==> config.mk <==
export PLATFORM = sky130hd
export DESIGN_NAME = gpio_pulse_arbiter
export DESIGN_NICKNAME = d
export VERILOG_FILES = /design/src/rtl/gpio_pkg.sv /design/src/rtl/gpio_rr_arb.sv /design/src/rtl/gpio_pulse_arbiter.sv
export SDC_FILE = /design/constraint.sdc
export NUM_CORES = 1
export LEC_CHECK = 0
export CORE_MARGIN = 3
export CORE_UTILIZATION = 45
export CTS_BUF_LIST = sky130_fd_sc_hd__clkbuf_16
export DETAILED_ROUTE_END_ITERATION = 8
export PLACE_DENSITY = 0.7
export SLEW_MARGIN = 15
export SYNTH_ARGS = -nofsm -noshare
export SYNTH_HDL_FRONTEND = slang
export SYNTH_SLANG_ARGS = --single-unit
==> constraint.sdc <==
create_clock -name i_clk -period 9.5 [get_ports i_clk]
set_input_delay 0.95 -clock i_clk [delete_from_list [all_inputs] [get_ports i_clk]]
set_output_delay 0.95 -clock i_clk [all_outputs]
set_load 0.02 [all_outputs]
==> src/rtl/gpio_pkg.sv <==
// Shared types and constants for the GPIO pulse arbiter: FSM states,
// default widths and the round-robin pointer update helper.
package gpio_pkg;

    typedef enum logic [1:0] {
        IDLE = 2'd0,
        HIGH = 2'd1,
        GAP  = 2'd2
    } state_t;

    localparam int DEF_CNT_W      = 16;
    localparam int DEF_GAP_CYCLES = 4;
    localparam int NUM_REQ        = 2;

    // After a grant, priority passes to the requester that did not win.
    function automatic logic rr_next_ptr(input logic [NUM_REQ-1:0] grant);
        return grant[0];
    endfunction

endpackage

==> src/rtl/gpio_rr_arb.sv <==
// Two-way round-robin selector: purely combinational, one-hot grant out.
// ptr names the requester that wins when both are asserted.
module gpio_rr_arb
    import gpio_pkg::*;
(
    input  logic [NUM_REQ-1:0] req,
    input  logic               ptr,
    output logic [NUM_REQ-1:0] grant
);

    always_comb begin
        grant = '0;
        if (req == 2'b11) begin
            grant = ptr ? 2'b10 : 2'b01;
        end else begin
            grant = req;
        end
    end

endmodule

==> src/rtl/gpio_pulse_arbiter.sv <==
// Shares one GPIO pin between two requesters: each grant drives a pulse of the
// requested length followed by a forced low gap before the next arbitration.
module gpio_pulse_arbiter
    import gpio_pkg::*;
#(
    parameter int CNT_W      = DEF_CNT_W,
    parameter int GAP_CYCLES = DEF_GAP_CYCLES
) (
    input  logic               i_clk,
    input  logic               i_rst,
    input  logic [NUM_REQ-1:0] i_req,
    input  logic [CNT_W-1:0]   i_len0,
    input  logic [CNT_W-1:0]   i_len1,
    output logic [NUM_REQ-1:0] o_grant,
    output logic               o_gpio,
    output logic               o_busy,
    output logic               o_done
);

    localparam logic [CNT_W-1:0] GAP_LOAD = CNT_W'(GAP_CYCLES - 1);
    localparam logic [CNT_W-1:0] CNT_ONE  = CNT_W'(1);

    state_t             state, state_nxt;
    logic [CNT_W-1:0]   cnt, cnt_nxt;
    logic               gpio, gpio_nxt;
    logic [NUM_REQ-1:0] grant, grant_nxt;
    logic               done, done_nxt;
    logic               ptr, ptr_nxt;
    logic [NUM_REQ-1:0] arb_grant;
    logic [CNT_W-1:0]   len_sel;

    gpio_rr_arb u_arb (
        .req   (i_req),
        .ptr   (ptr),
        .grant (arb_grant)
    );

    // Length is only looked at on the grant edge; the counter holds it after that.
    assign len_sel = arb_grant[1] ? i_len1 : i_len0;

    always_comb begin
        state_nxt = state;
        cnt_nxt   = cnt;
        gpio_nxt  = gpio;
        grant_nxt = '0;
        done_nxt  = 1'b0;
        ptr_nxt   = ptr;
        case (state)
            IDLE: begin
                if (|i_req) begin
                    grant_nxt = arb_grant;
                    ptr_nxt   = rr_next_ptr(arb_grant);
                    if (len_sel != '0) begin
                        state_nxt = HIGH;
                        gpio_nxt  = 1'b1;
                        cnt_nxt   = len_sel - CNT_ONE;
                    end else begin
                        state_nxt = GAP;
                        cnt_nxt   = GAP_LOAD;
                    end
                end
            end
            HIGH: begin
                if (cnt == '0) begin
                    state_nxt = GAP;
                    gpio_nxt  = 1'b0;
                    cnt_nxt   = GAP_LOAD;
                end else begin
                    cnt_nxt = cnt - CNT_ONE;
                end
            end
            GAP: begin
                if (cnt == '0) begin
                    state_nxt = IDLE;
                    done_nxt  = 1'b1;
                end else begin
                    cnt_nxt = cnt - CNT_ONE;
                end
            end
            default: begin
                state_nxt = IDLE;
                gpio_nxt  = 1'b0;
                cnt_nxt   = '0;
            end
        endcase
    end

    always_ff @(posedge i_clk) begin
        if (i_rst) begin
            state <= IDLE;
            cnt   <= '0;
            gpio  <= 1'b0;
            grant <= '0;
            done  <= 1'b0;
            ptr   <= 1'b0;
        end else begin
            state <= state_nxt;
            cnt   <= cnt_nxt;
            gpio  <= gpio_nxt;
            grant <= grant_nxt;
            done  <= done_nxt;
            ptr   <= ptr_nxt;
        end
    end

    assign o_grant = grant;
    assign o_gpio  = gpio;
    assign o_done  = done;
    assign o_busy  = (state != IDLE);

endmodule

---- Yosys cells after proc, flatten, opt, wreduce, memory -nomap -nowiden ----
Cells that the tools add are included.
W data, S select, Z words.
cells by class
  $lt $le $gt $ge ......................... 0
  reductions and logical operators ........ 11
  equality and inequality tests ........... 8
  bitwise logic cells ..................... 3
  multiplexer cells ....................... 18
  multiply operators ...................... 0
  shift operators ......................... 0
  $add $sub $neg .......................... 2
  div/mod/pow operators ................... 0
operators by type and width
  operator                 number
  $mux W16                 5
  $pmux W16 S3             1
  $sub A16 B1 Y16 const B  2
  $logic_not A16 Y1        1
  $reduce_bool A16 Y1      1
  $mux W2                  6
  $ne A2 B2 Y1 const B     5
  $pmux W2 S3              1
  $eq A2 B2 Y1 const B     2
  $mux W1                  4
  $reduce_and A2 Y1        2
  $reduce_and A4 Y1        1
  $reduce_or A2 Y1         2
  $not A1 Y1               3
  $pmux W1 S3              1
  $reduce_and A3 Y1        1
  $reduce_or A3 Y1         1
  $eq A2 B1 Y1 const B     1
  $logic_not A2 Y1         1
  $reduce_bool A2 Y1       1
word-level totals
  memories kept ........................... 0
  latch bits .............................. 0
  bits in read-only memories .............. 0
  bits of input ports ..................... 36
  register bits ........................... 23
  logic and storage cells ................. 48
  memory bits (writable) .................. 0
  output and inout port bits .............. 5

---- Longest topological paths before layout ----
  depth in word-level cells ............... 7
  gate-level depth with buffers ........... 13
  depth with buffers taken out ............ 10

---- By module ----
Synthesis repeated with hierarchy kept, for this count alone.
second synthesis, totals
  cells, all modules ...................... 280
  area total of the unflattened synthesis .. 2182.1 um^2
modules (own cells, without submodules)
  module              area each (um^2)  instances  seq. area each (um^2)  cells each
  gpio_pulse_arbiter  2163.3            1          460.4                  277
  gpio_rr_arb         18.8              1          0.0                    3

---- Worst setup path before layout ----
No wires, ideal clock.
  kind .................................... input -> register
  start point ............................. in i_req[1]
  end point ............................... reg cnt[14]
  stages .................................. 13
  data arrival time ....................... 3657 ps
  setup time .............................. 74 ps
  setup slack ............................. 5769 ps
  buffers on the path ..................... 4
  required time ........................... 9426 ps
  path through ............................ clkbuf_1 nand2_1 clkbuf_1 clkbuf_1 mux2i_1 ha_1 clkbuf_1 nor3b_1 nand2_1 nor2_1 o21ai_1 a311o_1 a31oi_1
between the ends
  word-level cells in the longest chain between the ends .. 7
  elaborated cells between the ends (all ways) .. 11
  those cells by class .................... add/sub (1); eq/ne (2); mux (5); reduce/logical (3)
RTL lines
  what                                                           line                                                RTL
  from (decl)                                                    gpio_pulse_arbiter.sv:11                            input logic [NUM_REQ-1:0] i_req,
  $eq A2 B2 Y1                                                   gpio_rr_arb.sv:13                                   if (req == 2'b11) begin
  $mux W2                                                        gpio_rr_arb.sv:13
  $mux W16                                                       gpio_pulse_arbiter.sv:39                            assign len_sel = arb_grant[1] ? i_len1 : i_len0;
  $sub A16 B1 Y16 / $reduce_bool A16 Y1 (equally long branches)  gpio_pulse_arbiter.sv:56, gpio_pulse_arbiter.sv:53
  $mux W16                                                       gpio_pulse_arbiter.sv:53                            if (len_sel != '0) begin
  $mux W16                                                       gpio_pulse_arbiter.sv:50                            if (|i_req) begin
  $pmux W16 S3                                                   gpio_pulse_arbiter.sv:48                            case (state)
  to (signal assigned)                                           gpio_pulse_arbiter.sv:98                            cnt <= cnt_nxt;
  to (decl)                                                      gpio_pulse_arbiter.sv:24                            logic [CNT_W-1:0] cnt, cnt_nxt;
Several ways; a longest one is shown, not always the timed one. The select of a mux whose other input is x is not followed.
A chain may end at the register's enable or synchronous reset.

---- Worst setup path after layout ----
  start point ............................. in i_req[0]
  end point ............................... reg cnt[8]
Same word-level chain as after synthesis.

==> metrics.csv <==
metric,value,unit
avgRoutedWirePerCell,16.7,um
cts_root_buffer,clkbuf_16,
grt_pass1_vias,2199,
syn_to_final_growth,22.6,%
path_clk_slew,0.06,ns
crit_path_end_kind,register,
r2r-start,ptr$_SDFFE_PP0P_,
layout_common_cells,"clkdlybuf4s50_1 (40), nand2_1 (26), nor2_1 (24)",
syn_avg_cell_area,7.13,um2
core,0.00447,mm2
insertion_delay,0.26,ns
vias_per_cell,6.50,
cts_tree,done,
place.gp.congestion,0.895,
h-tree-depth,1,
cap_violations,0,
finalPower,473,uW
startpoint,i_req[0],
cts_sinks,23,
grt_max_degree,23,
final.setup.tns,0,ns
synthesis.area,0.00215,mm2
slew_headroom,35.4,%
setup_viol,0,
timing_hold_violations_final,0,
dieArea,0.00565,mm2
drive_gt1_share,3.65,%
final_cell_area,0.00264,mm2
synth_top_cells_by_area,"dfxtp_1 (21%), mux2i_1 (6.0%), o21ai_0 (4.7%)",
rsz0062_at_grt,false,
cts_setup_buffers,0,
synthCells,302,
antenna_found_initial,0,
outcome,completed,
port_buffers,40,
yosys.area_share.simple,37.1,%
crit_chain,clkdlybuf4s50_1 > nand2b_1 > nand2_1 > mux2i_1 > ha_1 > inv_1 > or4_1 > xor2_1 > mux2i_1 > nand3_1 > a21oi_1,
final_nets,370,
synth-main-ff-cell,dfxtp_1,
worst_slew_pin_slew,0.969,ns
diodes,0,
start_util,48.1,%
worst_path_most_repeated_cell,mux2i_1,
vdd_drop_max,0.0000774,V
synth_adder_area_share,2.33,%
reg2reg_depth,10,
hpwl,4840,um
firstDrtPassIters,5,
overflow,0,
clk_path_buf_depth,2,
hold_start,o_gpio$_SDFFE_PP0P_,
syn_nets,342,
ys_ff_latch,23,
setup_ws,5.13,ns
vias,2475,
final_common_cell,clkdlybuf4s50_1,
crit_required,9.68,ns
clock_skew,0.00277,ns
synth_top_family_by_area,simple AND/OR/NAND/NOR gates,
holdBufCountCts,0,
rows,24,
numCtsBuffers,3,
dp_slack,4.91,ns
holdPathStages,2,
post_dp_cell_area,0.00256,mm2
worst-setup-path-type,input pin to register,
synth_xor_xnor_area_share,4.88,%
synth-async-reset-ratio,0,%
finalCritPeriodShare,46.0,%
synth-edff-count,0,
drtAntennaViolNets,0,
drt-initial-drc-count,261,
synth.distinct_cells,51,
timing.hold.ws,0.455,ns
cpPeakStageDelay,0.67,ns
ys_seq_area_share,21.4,%
power_density,179,mW/mm2
fin_crit,4.37,ns
die_h,75.2,um
hold_class,register to register,
io_pins,41,
ys_warn_count,0,
synth_compound_area_share,23.8,%
grt_pass1_wl,10500,um
synth_top_cell_by_area,dfxtp_1,
drc,0,
crit_path_top_delay_cell,nand2_1,
cts.repair.resized,0,
synth_top_area_share,21.4,%
grt.total_usage,23.1,%
critPathArrivalTime,4.55,ns
start_kind,input pin,
fmax,0.229,GHz
drv_slew,0,
die_w,75.2,um
path_max_fanout,20,
total_leakage_power,0.907,nW
totalWireLength,6350,um
synth_mux_area_share,6.05,%
-- synth_stat cells (all sizes together) (7+ instances only) --
cell / n
xnor2: 10
nand4: 7
o21ai: 22
or3: 7
nor2: 24
nor3: 18
dfxtp: 23
nor4: 13
or4: 10
clkbuf: 16
a21oi: 17
a31oi: 11
nand3: 19
nand2: 26
mux2i: 13
inv: 7
-- report_power, final --
group	internal (mW)	switching [mW]
logic	0.0916	0.143
registers	0.119	0.0275
clock network	0.0567	0.0357
total	0.267	0.206
-- path summary, 6_finish.rpt --
path                              end  slack (ns)
hold / removal    o_gpio$_SDFFE_PP0P_        0.46
hold reg to reg   o_gpio$_SDFFE_PP0P_        0.46
setup / recovery  cnt[8]$_SDFFE_PP0P_        5.13
setup reg to reg  cnt[8]$_SDFFE_PP0P_        6.00
-- logic make-up after synthesis --
group | after synthesis
AOI/OAI and AO/OA | 78
xor gates and xnor gates | 12
adders and majority gates | 4
buffers and inverters | 25
DFF | 23
muxes | 13
and+or+nand+nor | 147
-- stage by stage --
stage	utilization, %	std cells
6_report	59.0	381
3_5_place_dp	57.2	377
4_1_cts	59.0	381
5_1_grt	59.0	381
2_1_floorplan	-	302
3_3_place_gp	57.2	377
-- worst max-delay path: cells and delay by family --
kind                     cells  cell delay, ns
AO/OA/AOI/OAI                1            0.17
XOR/XNOR                     1            0.16
AND/OR/NAND/NOR              4            1.53
adder cells (fa/ha/maj)      1            0.49
multiplexers                 2            0.55
buffers and inverters        2            0.70
-- sequential cells by signal, summed over array words and instances (netlist names) --
name,count
state,2
o_gpio,1
cnt,16
ptr,1
o_done,1
o_grant,2
-- area by class of cell --
cell class                      instances  area [um2]
Fill cell                             447        1840
Multi-Input combinational cell        254        1600
Sequential cell                        23         460
Timing Repair Buffer                   41         408
Clock buffer                            3        75.1
Tap cell                               52        65.1
Inverter                                7        26.3
Clock inverter                          1        5.00
-- per-layer routing --
layer	GRT usage (%)	wire length (um)	vias up
li1	-	-	1231
met1	32.3	2900	1124
met2	37.9	2920	108
met3	2.67	423	12
met4	5.83	102	0
met5	0	0	-
Power figures use the tool's default switching activity.
